$ cat src/rtl/lsu_pkg.sv
// Shared types and defaults for the load/store sequencer.
//   - lsu_state_t : sequencer states (IDLE, REQ, WAIT_R)
//   - LSU_*       : default widths and timeout length
//   - tmo_width() : width of the timeout counter for a given cycle budget
package lsu_pkg;

    localparam int LSU_ADDR_W      = 32;
    localparam int LSU_DATA_W      = 32;
    localparam int LSU_RD_W        = 5;
    localparam int LSU_TIMEOUT_CYC = 64;

    typedef enum logic [1:0] {
        IDLE   = 2'd0,
        REQ    = 2'd1,
        WAIT_R = 2'd2
    } lsu_state_t;

    // Counter must hold TIMEOUT_CYC-1; never narrower than one bit.
    function automatic int tmo_width(input int cyc);
        return (cyc > 2) ? $clog2(cyc) : 1;
    endfunction

    localparam int LSU_TMO_W = tmo_width(LSU_TIMEOUT_CYC);

endpackage

$ cat src/rtl/lsu_watchdog.sv
// Cycle counter guarding one outstanding memory phase.
// Ports:
//   clk_i, reset_i : clock, synchronous active-high reset
//   clr_i          : restart count at zero (priority over en_i)
//   en_i           : count while a phase is outstanding
//   expire_o       : high while enabled and count == CYC-1
// Only instantiated when LSU_TIMEOUT_EN is defined.
module lsu_watchdog
    import lsu_pkg::*;
#(
    parameter int CYC = LSU_TIMEOUT_CYC
) (
    input  logic clk_i,
    input  logic reset_i,
    input  logic clr_i,
    input  logic en_i,
    output logic expire_o
);

    localparam int W = tmo_width(CYC);

    logic [W-1:0] r_cnt;

    always_ff @(posedge clk_i) begin
        if (reset_i || clr_i) begin
            r_cnt <= '0;
        end else if (en_i) begin
            r_cnt <= r_cnt + W'(1);
        end
    end

    assign expire_o = en_i & (r_cnt == W'(CYC - 1));

endmodule

$ cat src/rtl/lsu_mem_ctrl.sv
// Memory-stage load/store sequencer.
// Consumes decoded control bits, runs a req/gnt/rvalid handshake with data
// memory, stalls upstream while an access is outstanding and issues one
// registered writeback per instruction (ALU results pass through in 1 cycle).
// Ports:
//   clk_i, reset_i                 : clock, synchronous active-high reset
//   valid_i, mem_*_i, reg_write_i  : instruction at memory stage + controls
//   alu_res_i, wdata_i, rd_i       : address/ALU result, store data, dest reg
//   stall_o                        : hold upstream (combinational)
//   req_o, we_o, maddr_o, mwdata_o : memory request side
//   gnt_i, rvalid_i, rdata_i       : memory grant / response side
//   wb_valid_o, wb_rd_o, wb_data_o : writeback (1-cycle strobe)
//   err_o                          : 1-cycle error pulse
// Build option: define LSU_TIMEOUT_EN to abort REQ/WAIT_R after TIMEOUT_CYC
// cycles with an err_o pulse; otherwise the sequencer waits indefinitely.
//
// state  | meaning
// IDLE   | ready; accepts a new instruction every cycle
// REQ    | req_o held with stable address/data until gnt_i
// WAIT_R | load granted, waiting for rvalid_i
module lsu_mem_ctrl
    import lsu_pkg::*;
#(
    parameter int ADDR_W      = LSU_ADDR_W,
    parameter int DATA_W      = LSU_DATA_W,
    parameter int RD_W        = LSU_RD_W,
    parameter int TIMEOUT_CYC = LSU_TIMEOUT_CYC
) (
    input  logic              clk_i,
    input  logic              reset_i,
    input  logic              valid_i,
    input  logic              mem_read_i,
    input  logic              mem_write_i,
    input  logic              mem_to_reg_i,
    input  logic              reg_write_i,
    input  logic [DATA_W-1:0] alu_res_i,
    input  logic [DATA_W-1:0] wdata_i,
    input  logic [RD_W-1:0]   rd_i,
    output logic              stall_o,
    output logic              req_o,
    output logic              we_o,
    output logic [ADDR_W-1:0] maddr_o,
    output logic [DATA_W-1:0] mwdata_o,
    input  logic              gnt_i,
    input  logic              rvalid_i,
    input  logic [DATA_W-1:0] rdata_i,
    output logic              wb_valid_o,
    output logic [RD_W-1:0]   wb_rd_o,
    output logic [DATA_W-1:0] wb_data_o,
    output logic              err_o
);

    lsu_state_t        r_state;
    logic              r_req;
    logic              r_we;
    logic [ADDR_W-1:0] r_maddr;
    logic [DATA_W-1:0] r_mwdata;
    logic [RD_W-1:0]   r_rd;
    logic              r_wb_en;
    logic              r_wb_valid;
    logic [RD_W-1:0]   r_wb_rd;
    logic [DATA_W-1:0] r_wb_data;
    logic              r_err;

    logic w_is_mem;
    logic w_rd_nz;
    logic w_expire;

    assign w_is_mem = mem_read_i | mem_write_i;
    assign w_rd_nz  = (rd_i != '0);

`ifdef LSU_TIMEOUT_EN
    logic w_wd_clr;
    logic w_wd_en;

    // Clearing in IDLE and on grant restarts the count on entry to REQ and WAIT_R.
    assign w_wd_en  = (r_state == REQ) | (r_state == WAIT_R);
    assign w_wd_clr = (r_state == IDLE) | ((r_state == REQ) & gnt_i);

    lsu_watchdog #(
        .CYC (TIMEOUT_CYC)
    ) u_watchdog (
        .clk_i    (clk_i),
        .reset_i  (reset_i),
        .clr_i    (w_wd_clr),
        .en_i     (w_wd_en),
        .expire_o (w_expire)
    );
`else
    assign w_expire = 1'b0;
`endif

    always_ff @(posedge clk_i) begin
        if (reset_i) begin
            r_state    <= IDLE;
            r_req      <= 1'b0;
            r_we       <= 1'b0;
            r_maddr    <= '0;
            r_mwdata   <= '0;
            r_rd       <= '0;
            r_wb_en    <= 1'b0;
            r_wb_valid <= 1'b0;
            r_wb_rd    <= '0;
            r_wb_data  <= '0;
            r_err      <= 1'b0;
        end else begin
            r_wb_valid <= 1'b0;
            r_err      <= 1'b0;
            case (r_state)
                IDLE: begin
                    if (valid_i) begin
                        if (mem_read_i && mem_write_i) begin
                            r_err <= 1'b1;
                        end else if (w_is_mem) begin
                            r_maddr  <= alu_res_i[ADDR_W-1:0];
                            r_mwdata <= wdata_i;
                            r_rd     <= rd_i;
                            r_we     <= mem_write_i;
                            // rd==0 suppression is folded into the enable here.
                            r_wb_en  <= reg_write_i & mem_to_reg_i & w_rd_nz;
                            r_req    <= 1'b1;
                            r_state  <= REQ;
                        end else if (reg_write_i && w_rd_nz) begin
                            r_wb_valid <= 1'b1;
                            r_wb_rd    <= rd_i;
                            r_wb_data  <= alu_res_i;
                        end
                    end
                end
                REQ: begin
                    // A grant in the expiry cycle still counts as a grant.
                    if (gnt_i) begin
                        r_req   <= 1'b0;
                        r_we    <= 1'b0;
                        r_state <= r_we ? IDLE : WAIT_R;
                    end else if (w_expire) begin
                        r_req   <= 1'b0;
                        r_we    <= 1'b0;
                        r_err   <= 1'b1;
                        r_state <= IDLE;
                    end
                end
                WAIT_R: begin
                    if (rvalid_i) begin
                        r_state <= IDLE;
                        if (r_wb_en) begin
                            r_wb_valid <= 1'b1;
                            r_wb_rd    <= r_rd;
                            r_wb_data  <= rdata_i;
                        end
                    end else if (w_expire) begin
                        r_err   <= 1'b1;
                        r_state <= IDLE;
                    end
                end
                default: r_state <= IDLE;
            endcase
        end
    end

    assign stall_o    = (r_state != IDLE) | (valid_i & w_is_mem);
    assign req_o      = r_req;
    assign we_o       = r_we;
    assign maddr_o    = r_maddr;
    assign mwdata_o   = r_mwdata;
    assign wb_valid_o = r_wb_valid;
    assign wb_rd_o    = r_wb_rd;
    assign wb_data_o  = r_wb_data;
    assign err_o      = r_err;

endmodule

$ cat config.mk
export PLATFORM = sky130hd
export DESIGN_NAME = lsu_mem_ctrl
export DESIGN_NICKNAME = d
export VERILOG_FILES = /design/src/rtl/lsu_pkg.sv /design/src/rtl/lsu_watchdog.sv /design/src/rtl/lsu_mem_ctrl.sv
export SDC_FILE = /design/constraint.sdc
export NUM_CORES = 1
export LEC_CHECK = 0
export CAP_MARGIN = 5
export CELL_PAD_IN_SITES_DETAIL_PLACEMENT = 1
export CELL_PAD_IN_SITES_GLOBAL_PLACEMENT = 2
export CORE_ASPECT_RATIO = 1.75
export CORE_MARGIN = 1.5
export CORE_UTILIZATION = 24
export CTS_BUF_LIST = sky130_fd_sc_hd__clkbuf_4
export DETAILED_ROUTE_END_ITERATION = 8
export PLACE_DENSITY_LB_ADDON = 0.1
export SYNTH_ARGS = -nofsm -noshare
export SYNTH_HDL_FRONTEND = slang
export SYNTH_SLANG_ARGS = --single-unit
$ cat constraint.sdc
create_clock -name clk_i -period 2.2 [get_ports clk_i]
set_input_delay 0.22 -clock clk_i [delete_from_list [all_inputs] [get_ports clk_i]]
set_output_delay 0.22 -clock clk_i [all_outputs]
set_load 0.005 [all_outputs]
Yosys cells after proc, flatten, opt, wreduce, memory -nomap -nowiden
Cells that the tools add are included.

word-level totals
  input port bits = 110
  logic and storage cells = 79
  flip-flop bits (word level) = 113
  output and inout port bits = 106

cells by class
  bitwise logic cells = 8
  eq/ne operators = 10
  multiplexer cells = 38
  reduce and logical (&&, ||, !) cells = 12

operators with widths
  kind                                                              count
  32-bit two-way mux                                                6
  32-bit case mux with 2 select lines                               1
  5-bit two-way mux                                                 6
  2-bit inequality test (second input constant)                     8
  1-bit two-way mux                                                 14
  2-bit two-way mux                                                 6
  5-bit case mux with 2 select lines                                1
  5-bit AND reduction                                               2
  7-bit AND reduction                                               1
  1-bit case mux with 2 select lines                                3
  2-bit case mux with 3 select lines                                1
  2-bit nonzero test                                                3
  5-bit nonzero test                                                1
  4-bit AND reduction                                               1
  1-bit AND                                                         3
  1-bit inverter                                                    3
  3-bit OR reduction                                                1
  2-bit by 1-bit == test with 1-bit output (second input constant)  1
  2-bit == test (second input constant)                             1
  1-bit logical AND                                                 2
  2-bit zero test                                                   1
  1-bit OR                                                          2

Depth between registers and ports, before layout
Gate-level depths: netlist (run 1).

  depth after elaboration = 7
  gate-level depth with buffers = 6
  depth with buffers taken out = 4

Worst setup path after synthesis (run 1)
Ideal clock, no wire load.

  kind = reg-to-reg
  start point = reg r_state[0]
  end point = reg r_wb_data[28] (netlist: wb_data_o[28])
  path buffers = 2
  clock period less this slack = 1.655 ns
  arrival = 1.513 ns
  required time = 2.058 ns
  path slack = 0.545 ns
  library setup time = 0.142 ns
  cell stages (with the launch flop) = 7
  cells stage by stage = dfxtp_1 > and2b_1 > buf_2 > clkbuf_1 > and2b_1 > a221oi_1 > a211oi_2

on the way
  cells in the longest elaborated chain, start to end = 3
  elaborated cells between the ends (all ways) = 11
  those cells by class = 7 x eq/ne; 1 x mux; 3 x reduce/logical

ends and longest elaborated chain
  what                                                                   line                 RTL
  start: declaration                                                     lsu_mem_ctrl.sv:53   lsu_state_t r_state;
  start signal: assignment                                               lsu_mem_ctrl.sv:135  r_state <= r_we ? IDLE : WAIT_R;
  2-bit == test or 2-bit zero test (tied branches)                       lsu_mem_ctrl.sv:109  case (r_state)
  2-bit inequality test (no line) or 2-bit nonzero test (tied branches)  -
  7-bit AND reduction (no line)                                          -
  end signal: assignment                                                 lsu_mem_ctrl.sv:126  r_wb_data <= alu_res_i;
  end signal: assignment                                                 lsu_mem_ctrl.sv:149  r_wb_data <= rdata_i;
  end: declaration                                                       lsu_mem_ctrl.sv:62   logic [DATA_W-1:0] r_wb_data;

Several ways; a longest one is shown, not always the timed one.
A chain may end at the register's enable or synchronous reset.

Final worst setup path (run 1)
  start point = reg r_state[1]
  end point = out stall_o

on the way
  cells in the longest elaborated chain, start to end = 2

ends and longest elaborated chain
  what                line                 RTL
  2-bit nonzero test  lsu_mem_ctrl.sv:161  assign stall_o = (r_state != IDLE) | (valid_i & w_is_mem);
  1-bit OR            lsu_mem_ctrl.sv:161
  end: declaration    lsu_mem_ctrl.sv:39   output logic stall_o,

No other way between the ends.

==> results.md, run 1 <==
- The run finished with clean final reports.
- Dividing the detail-routed via count by the number of cells gives 4.622.
- The first global-routing pass estimated around 26 mm of wire.
- The nature of the critical path endpoint is an output port.
- The data required time at the worst endpoint is 1980 ps.
- The initial antenna violation count is 1.
- The total core area is 0.01974 mm².
- The start point of the critical path is r_state[1].
- The H-tree generated during clock tree synthesis spans 4 levels.
- The source of the worst register-to-register timing path is r_state[1].
- The count of filler cells inserted in the layout is 2331.
- Port buffering added 215 buffers.
- Setup repair after global routing left no endpoint under its margin.
- In this run the horizontal extent of the chip is between 100 and 150 µm.
- The clock insertion delay at the later pin of the skew report is 530 ps.
- The highest clock frequency the design can meet is 536.9 MHz.
- In this run the worst path has a maximum fanout of 6.
- The worst path arrival time is ~1600 ps.
- The clock root buffer is clkbuf_4.
- The worst hold path class is in2reg.
- The overflow left after global routing is 0.
- The total net switching power is 1.243 mW.
- The sum of internal, switching and leakage power is 4.766 mW.
- The cell count of the worst reg-to-reg path is 5.
- The pin count of the biggest net entering global routing is 75.
- The detailed router's first-iteration violation count is about 130.
- The total internal power is ~3.5 mW.
- The initial standard-cell utilization of the core is 0.2445.
- The first detailed-routing pass took 6 iterations.
- The floorplan step defined a die boundary enclosing 0.02100 mm².
- The post-route clock skew is 13.61 ps.
- The number of buffers inserted during clock tree synthesis is 17.
- The height of the chip is 190.6 µm.
- The ratio of final minimum period to clock period is 0.8466.
- The standby leakage power is 2.569 nW.
- The switching power as a share of total power is 0.2609.
- In this run the power density over the cells is approximately 630 mW/mm².
- The number of cells produced by synthesis is 547.
- For this block, the routed nets add up to 17.38 mm of wire.
- The sequential element share of the synthesized area is 0.4688.
- The final-report max-slew violation count is 0.
- Of the total synthesized cell area, the portion taken by full adders, half adders and majority gates is 0.
- The clock share of power is 0.360.
- The startpoint type of the worst setup path is a flip-flop.
- Of the cells placed in the final design, the portion with a size suffix greater than 1 is 0.1270.
- The number of distinct library cell variants in the gate-level netlist after synthesis is 33.
- The count of nets left with antenna violations once routing finished came out at 0.
- The layout-stage area growth over the synthesis result is 56.47%.
- The smallest clock period supported by the final layout is computed as 1863 ps.
- The initialized floorplan defines 68 standard-cell rows.
- The via count of the first global-routing pass was between 4000 and 5000.
- The final number of hold-violating endpoints is 0.
- The net total in the final layout is around 860.
- Registers take 0.002262 mm².
- For this run, the number of Yosys warnings is 0.
- The number of hold buffers added after CTS was 0.
- The CTS sink count is 113.
- The share of power burned in registers is 0.464.
- Synthesis produced a netlist with a net count of 657.
- In this run the tightest slew margin relative to its limit is 0.5817.
- The final weighted congestion in routability-driven placement is 0.7635.
- The worst reg-to-reg setup slack is around 440 ps.
- The share of cell area taken by muxes after synthesis is 0.
- The longest clock path from root to sink contains 2 buffers.
- The transition time of the tightest slew-check pin is about 630 ps.
- The synthesized design contains 113 register bits.
- The multi-input combinational cells in the finished layout cover a total of 0.002151 mm².
- Of the total synthesized cell area, the portion taken by XOR and XNOR cells is 0.001815.
- IR analysis of the VDD net gives a maximum drop of 0.4165 mV.
- Following the worst setup path forward leads to its endpoint at stall_o.
- Of the total synthesized cell area, the portion taken by AND, OR, NAND and NOR gates is 0.1862.
- The placed wire-length estimate after detailed placement is ~12 mm.
- After synthesis, the largest family of logic cells by area is compound AO/OA/AOI/OAI gates.
- The number of failing setup endpoints in the final timing report is 0.
- The count of cells resized by post-cts repair is 0.
- During I/O placement, the number of pins put on the boundary was 216.
- The DRC violation count after routing is 0.
- The count of buffers added by post-CTS timing repair for setup is 0.
- Across all hold checks on the routed design, the worst slack comes to 203.6 ps.
- The final core utilization is 0.3825.
- The synthesized netlist occupies a cell area of 0.004826 mm².
- After clock tree synthesis, the clock-pin slew on the worst setup and hold paths is 120 ps.
- The detailed-route wire length per cell is 17.20 µm.
- The reported max-cap violation count is 0.
- TritonCTS built the clock tree.
- Each instance of the synthesized netlist takes up on average 8.822 µm².
- In the global route stage, overall resource usage came out at 0.1692.
- Across all layers, the routed design uses 4668 vias.
- Of the total power, combinational logic draws 0.176.
- The endpoint identified for the worst register-to-register timing path is wb_data_o[25].
- The critical path is of the reg2out type.
- The area fraction in compound gates after synthesis is 0.2536.
==> sequential cells by signal, indices dropped and copies added (netlist names) <==
name and count:
maddr_o 32, r_rd 5, wb_rd_o 5, err_o 1, we_o 1, wb_data_o 32
req_o 1, r_wb_en 1, mwdata_o 32, r_state 2, wb_valid_o 1
==> power groups by stage <==
stage	combinational, mW	sequential [mW]	clock [mW]
2_1_floorplan	0.313	2.26	0
3_3_place_gp	0.845	2.25	0
3_5_place_dp	0.858	2.26	0
4_1_cts	0.862	2.21	1.82
5_1_grt	0.918	2.22	1.90
6_report	0.840	2.21	1.72
==> metrics by stage <==
stage                     instance area, µm²  TNS [ps]  cells  setup WS (ps)
final                                   7551         0   1010          337.4
after CTS                               7548         0   1009          257.4
after floorplan                         4826         0    547          545.0
after global routing                    7551         0   1010          187.7
after global placement                  7243         0    977          28.77
after detailed placement                7243    -286.0    977         -64.39
==> kinds of logic after synthesis <==
kind of cell,after synthesis
and+or+nand+nor,196
AOI/OAI and AO/OA,152
xor gates and xnor gates,1
DFF,113
buffers and inverters,85
==> layer usage <==
layer,GRT usage,routed length [µm],vias up,part of all wire
met5,0,0,-,0
met3,0.05468,1093,23,0.063
met1,0.1629,6251,2233,0.36
met4,0.06706,448,0,0.026
met2,0.3218,9584,144,0.55
li1,-,-,2268,-
==> Yosys cell counts, drive strengths merged <==
cell type / count / share of area
and2b: 9 / 0.014
nand3: 1 / 0.0010
nor2: 1 / 0.00078
nor3b: 2 / 0.0041
dfxtp: 113 / 0.47
nand3b: 2 / 0.0031
or3: 1 / 0.0013
clkbuf: 27 / 0.022
and4b: 1 / 0.0021
buf: 21 / 0.039
and2: 2 / 0.0026
o211ai: 1 / 0.0026
a221oi: 37 / 0.081
or4: 1 / 0.0023
nand2b: 3 / 0.0039
nand2: 142 / 0.11
inv: 37 / 0.029
o21ai: 2 / 0.0021
a211oi: 37 / 0.089
a21oi: 73 / 0.076
o2111ai: 1 / 0.0018
nor2b: 29 / 0.038
xor2: 1 / 0.0018
or3b: 1 / 0.0018
nor3: 1 / 0.0010
o22ai: 1 / 0.0013
==> cell type report <==
| cell class | instances | area share |
|---|---|---|
| antenna | 1 | 0.0003314 |
| timing repair buffer | 233 | 0.3158 |
| inverter | 37 | 0.01839 |
| tap | 245 | 0.04060 |
| sequential | 113 | 0.2996 |
| clock buffer | 18 | 0.01790 |
| clock inverter | 14 | 0.02254 |
| multi-input combinational | 349 | 0.2848 |
==> critical path, cell delays in order, from the launching register on <==
cell             delay, ps
dfxtp_1                470
nor2_1                  80
nand2_1                 60
clkdlybuf4s50_1        500
==> worst min-delay path by stage <==
stage                             from      endpoint  slack [ps]  cells past startpoint
after floorplan                rd_i[0]       r_rd[0]         360                      2
after global placement    mwdata_o[31]  mwdata_o[31]         440                      2
after detailed placement    maddr_o[9]    maddr_o[9]         450                      2
after CTS                   wdata_i[3]   mwdata_o[3]         160                      3
after global routing       wdata_i[12]  mwdata_o[12]         180                      3
final                          reset_i    maddr_o[8]         200                      2
==> placed cells by master (no fill, tap or decap), types with 7 or more instances in the layout <==
master / count
a221oi_1: 26
nor2b_1: 29
a211oi_2: 30
a221oi_2: 11
inv_1: 37
a211oi_1: 7
and2b_1: 8
buf_4: 11
clkdlybuf4s50_1: 214
nand2_1: 141
dfxtp_1: 113
a21oi_1: 73
clkbuf_4: 18
buf_12: 8
Note: power is estimated with default switching activity, not from simulation.
==> inputs of run 2 (changes only) <==
- clock period: 2.2 -> 2 ns (I/O delays scaled with it)
==> results.md, run 2 (synthesis results as in run 1) <==
- The maximum fanout count along the critical path was 7 (+1).
- The count of filler cells inserted in the layout is 2305 (-1.1%).
- The die span in x is 110.2 µm (unchanged).
- The total core area is 0.01974 mm² (unchanged).
- The data required time at the worst endpoint was 1800 ps (-180 ps).
- The height of the chip is 190.6 µm (unchanged).
- The pin count of the biggest net entering global routing was 43 (-43%).
- Dividing the final minimum period by the clock period gives 0.9137.
- The placed wire-length estimate after detailed placement came to 12.61 mm (+1.4%).
- The routed wire length is 17.56 mm (+1.1%).
- The first-pass detailed-route iteration total came to 4 (-2).
- The final weighted congestion in routability-driven placement was 0.7551 (-1.1%).
- The global router's overall resource usage is 0.1699 (+0.0006891).
- The power per standard cell area is 677.0 mW/mm² (+7.3%).
- The worst hold path class is in2reg.
- The start-to-end type of the worst setup path is reg2out.
- The top-level I/O count is 216 (unchanged).
- The number of rows in the core area came to 68 (unchanged).
- The maximum number of buffers from clock root to sink is 2 (unchanged).
- The highest clock frequency the design can meet is 547.2 MHz.
- Setup repair after global routing left no endpoint under its margin.
- The wire length of the first global-routing pass is 26.80 mm (+1.2%).
- The number of buffers inserted during clock tree synthesis is 17 (unchanged).
- In this run the clock root is driven by a clkbuf_4.
- STA classifies the critical path startpoint as a flip-flop.
- The count of buffers added by post-CTS timing repair for setup is 0 (unchanged).
- The most common library cell in the layout ignoring fill and taps is clkdlybuf4s50_1.
- The hold buffer count at cts was 0 (unchanged).
- The library cells used most frequently in the layout, excluding fill and tap cells, are clkdlybuf4s50_1 (214), nand2_1 (141), dfxtp_1 (112).
- The count of cells resized by post-cts repair came to 0 (unchanged).
- The post-placement setup slack is -239.0 ps (-174.6 ps).
- The DRC violation count after routing is 0 (unchanged).
- The nature of the critical path endpoint is an output port.
- From synthesis to final layout, the design area changed by 58.57%.
- The fraction of layout instances using a drive strength above 1 came to 0.1410 (+0.01405).
- The via count of the first global-routing pass is 5032 (+0.88%).
- The CTS tree is done.
- Subtracting the final worst setup slack from the clock period gives 1827 ps.
- The overall die area came to 0.02100 mm² (unchanged).
- The total of buffers placed on input and output ports is 215 (unchanged).
- The worst path arrival time is 1630 ps (about the same).
- The net total in the final layout is 871 (+1.2%).
- The post-route clock skew came to 12.36 ps (-1.251 ps).
- The count of vias placed by the detailed router came to 4665 (-0.064%).
- The placement-stage cell area is 0.007368 mm² (+1.7%).
- The number of failing setup endpoints in the final timing report is 0 (unchanged).
- The ratio of routed vias to standard cells is 4.578 (-0.95%).
- The number of nets with antenna violations after detailed routing is 0 (unchanged).
- The clock input transition at the sequential cells of the worst setup and hold paths was 110 ps (about the same).
- The clock insertion delay at the later pin of the skew report was 530 ps (about the same).
- The CTS sink count is 113 (unchanged).
- The initial antenna violation count is 1 (unchanged).
- The reported max-cap violation count came to 0 (unchanged).
- The initial standard-cell utilization of the core is 0.2445 (unchanged).
- The transition time of the tightest slew-check pin is 524.4 ps (-103.1 ps).
- The sum of internal, switching and leakage power is 5.181 mW (+8.7%).
- The maximum level of the CTS H-tree is 4 (unchanged).
- The final cell area excluding filler cells was 0.007652 mm² (+1.3%).
- The final number of hold-violating endpoints is 0 (unchanged).
- The detailed-route wire length per cell is 17.23 µm (+0.17%).
- The final-report max-slew violation count is 0 (unchanged).
- The detailed router's first-iteration violation count was 110 (-17%).
- The highest ir drop seen on vdd is 0.2687 mV (-35%).
- The flow ran to the end, and the final reports show no timing, DRC or antenna violations.
- The standby leakage power is 2.620 nW (+2.0%).
- The max-slew headroom at the worst pin is 0.6504 (+0.06876).
- The worst hold-check slack was 148.6 ps (-54.98 ps).
- The slack of the critical path is 172.6 ps (-164.9 ps).
- The final core utilization is 0.3877 (+0.005134).
- The overflow left after global routing is 0 (unchanged).
[run 2: per-layer routing]
metal / wire, µm / global-route usage / vias to the layer above
li1: - / - / 2287
met2: 9707 / 0.3213 / 139
met5: 0 / 0 / -
met4: 395 / 0.06558 / 0
met3: 1181 / 0.05537 / 19
met1: 6277 / 0.1656 / 2220
[run 2: path summary, 6_finish.rpt]
check	cells after the start	to	from	slack [ps]
setup reg to reg	6	wb_data_o[23]	r_state[0]	370
setup / recovery	3	stall_o	r_state[0]	170
hold / removal	2	mwdata_o[14]	reset_i	150
hold reg to reg	2	mwdata_o[25]	mwdata_o[25]	460
[run 2: through the flow]
stage,setup TNS (ps),instances
floorplan,0,547
global placement,-3837,987
detailed placement,-6146,987
CTS,0,1018
global route,0,1019
finish,0,1019
[run 2: cell type report]
type	instances	area (µm²)	share of cell area
clock buffer	18	135.1	0.01766
clock inverter	13	145.1	0.01897
antenna	1	2.502	0.0003270
inverter	37	138.9	0.01815
timing repair buffer	243	2510	0.3280
multi-input combinational	349	2151	0.2811
tap	245	306.5	0.04006
sequential	113	2263	0.2958
[run 2: power breakdown]
part	total [mW]	switching, mW	internal (mW)
clock	1.80	0.947	0.853
combinational	0.951	0.400	0.551
sequential	2.43	0.0631	2.37
total	5.18	1.41	3.77
[run 2: critical path: stages (launching register included)]
cell and delay, ps:
dfxtp_1 470, nor2_1 70, nand2_1 60, clkdlybuf4s50_1 500
==> inputs of run 3 (changes only) <==
- CTS_CLUSTER_SIZE: not set -> 20
==> results of run 3 <==
Final layout, timing and power as in run 2 (identical DEF).
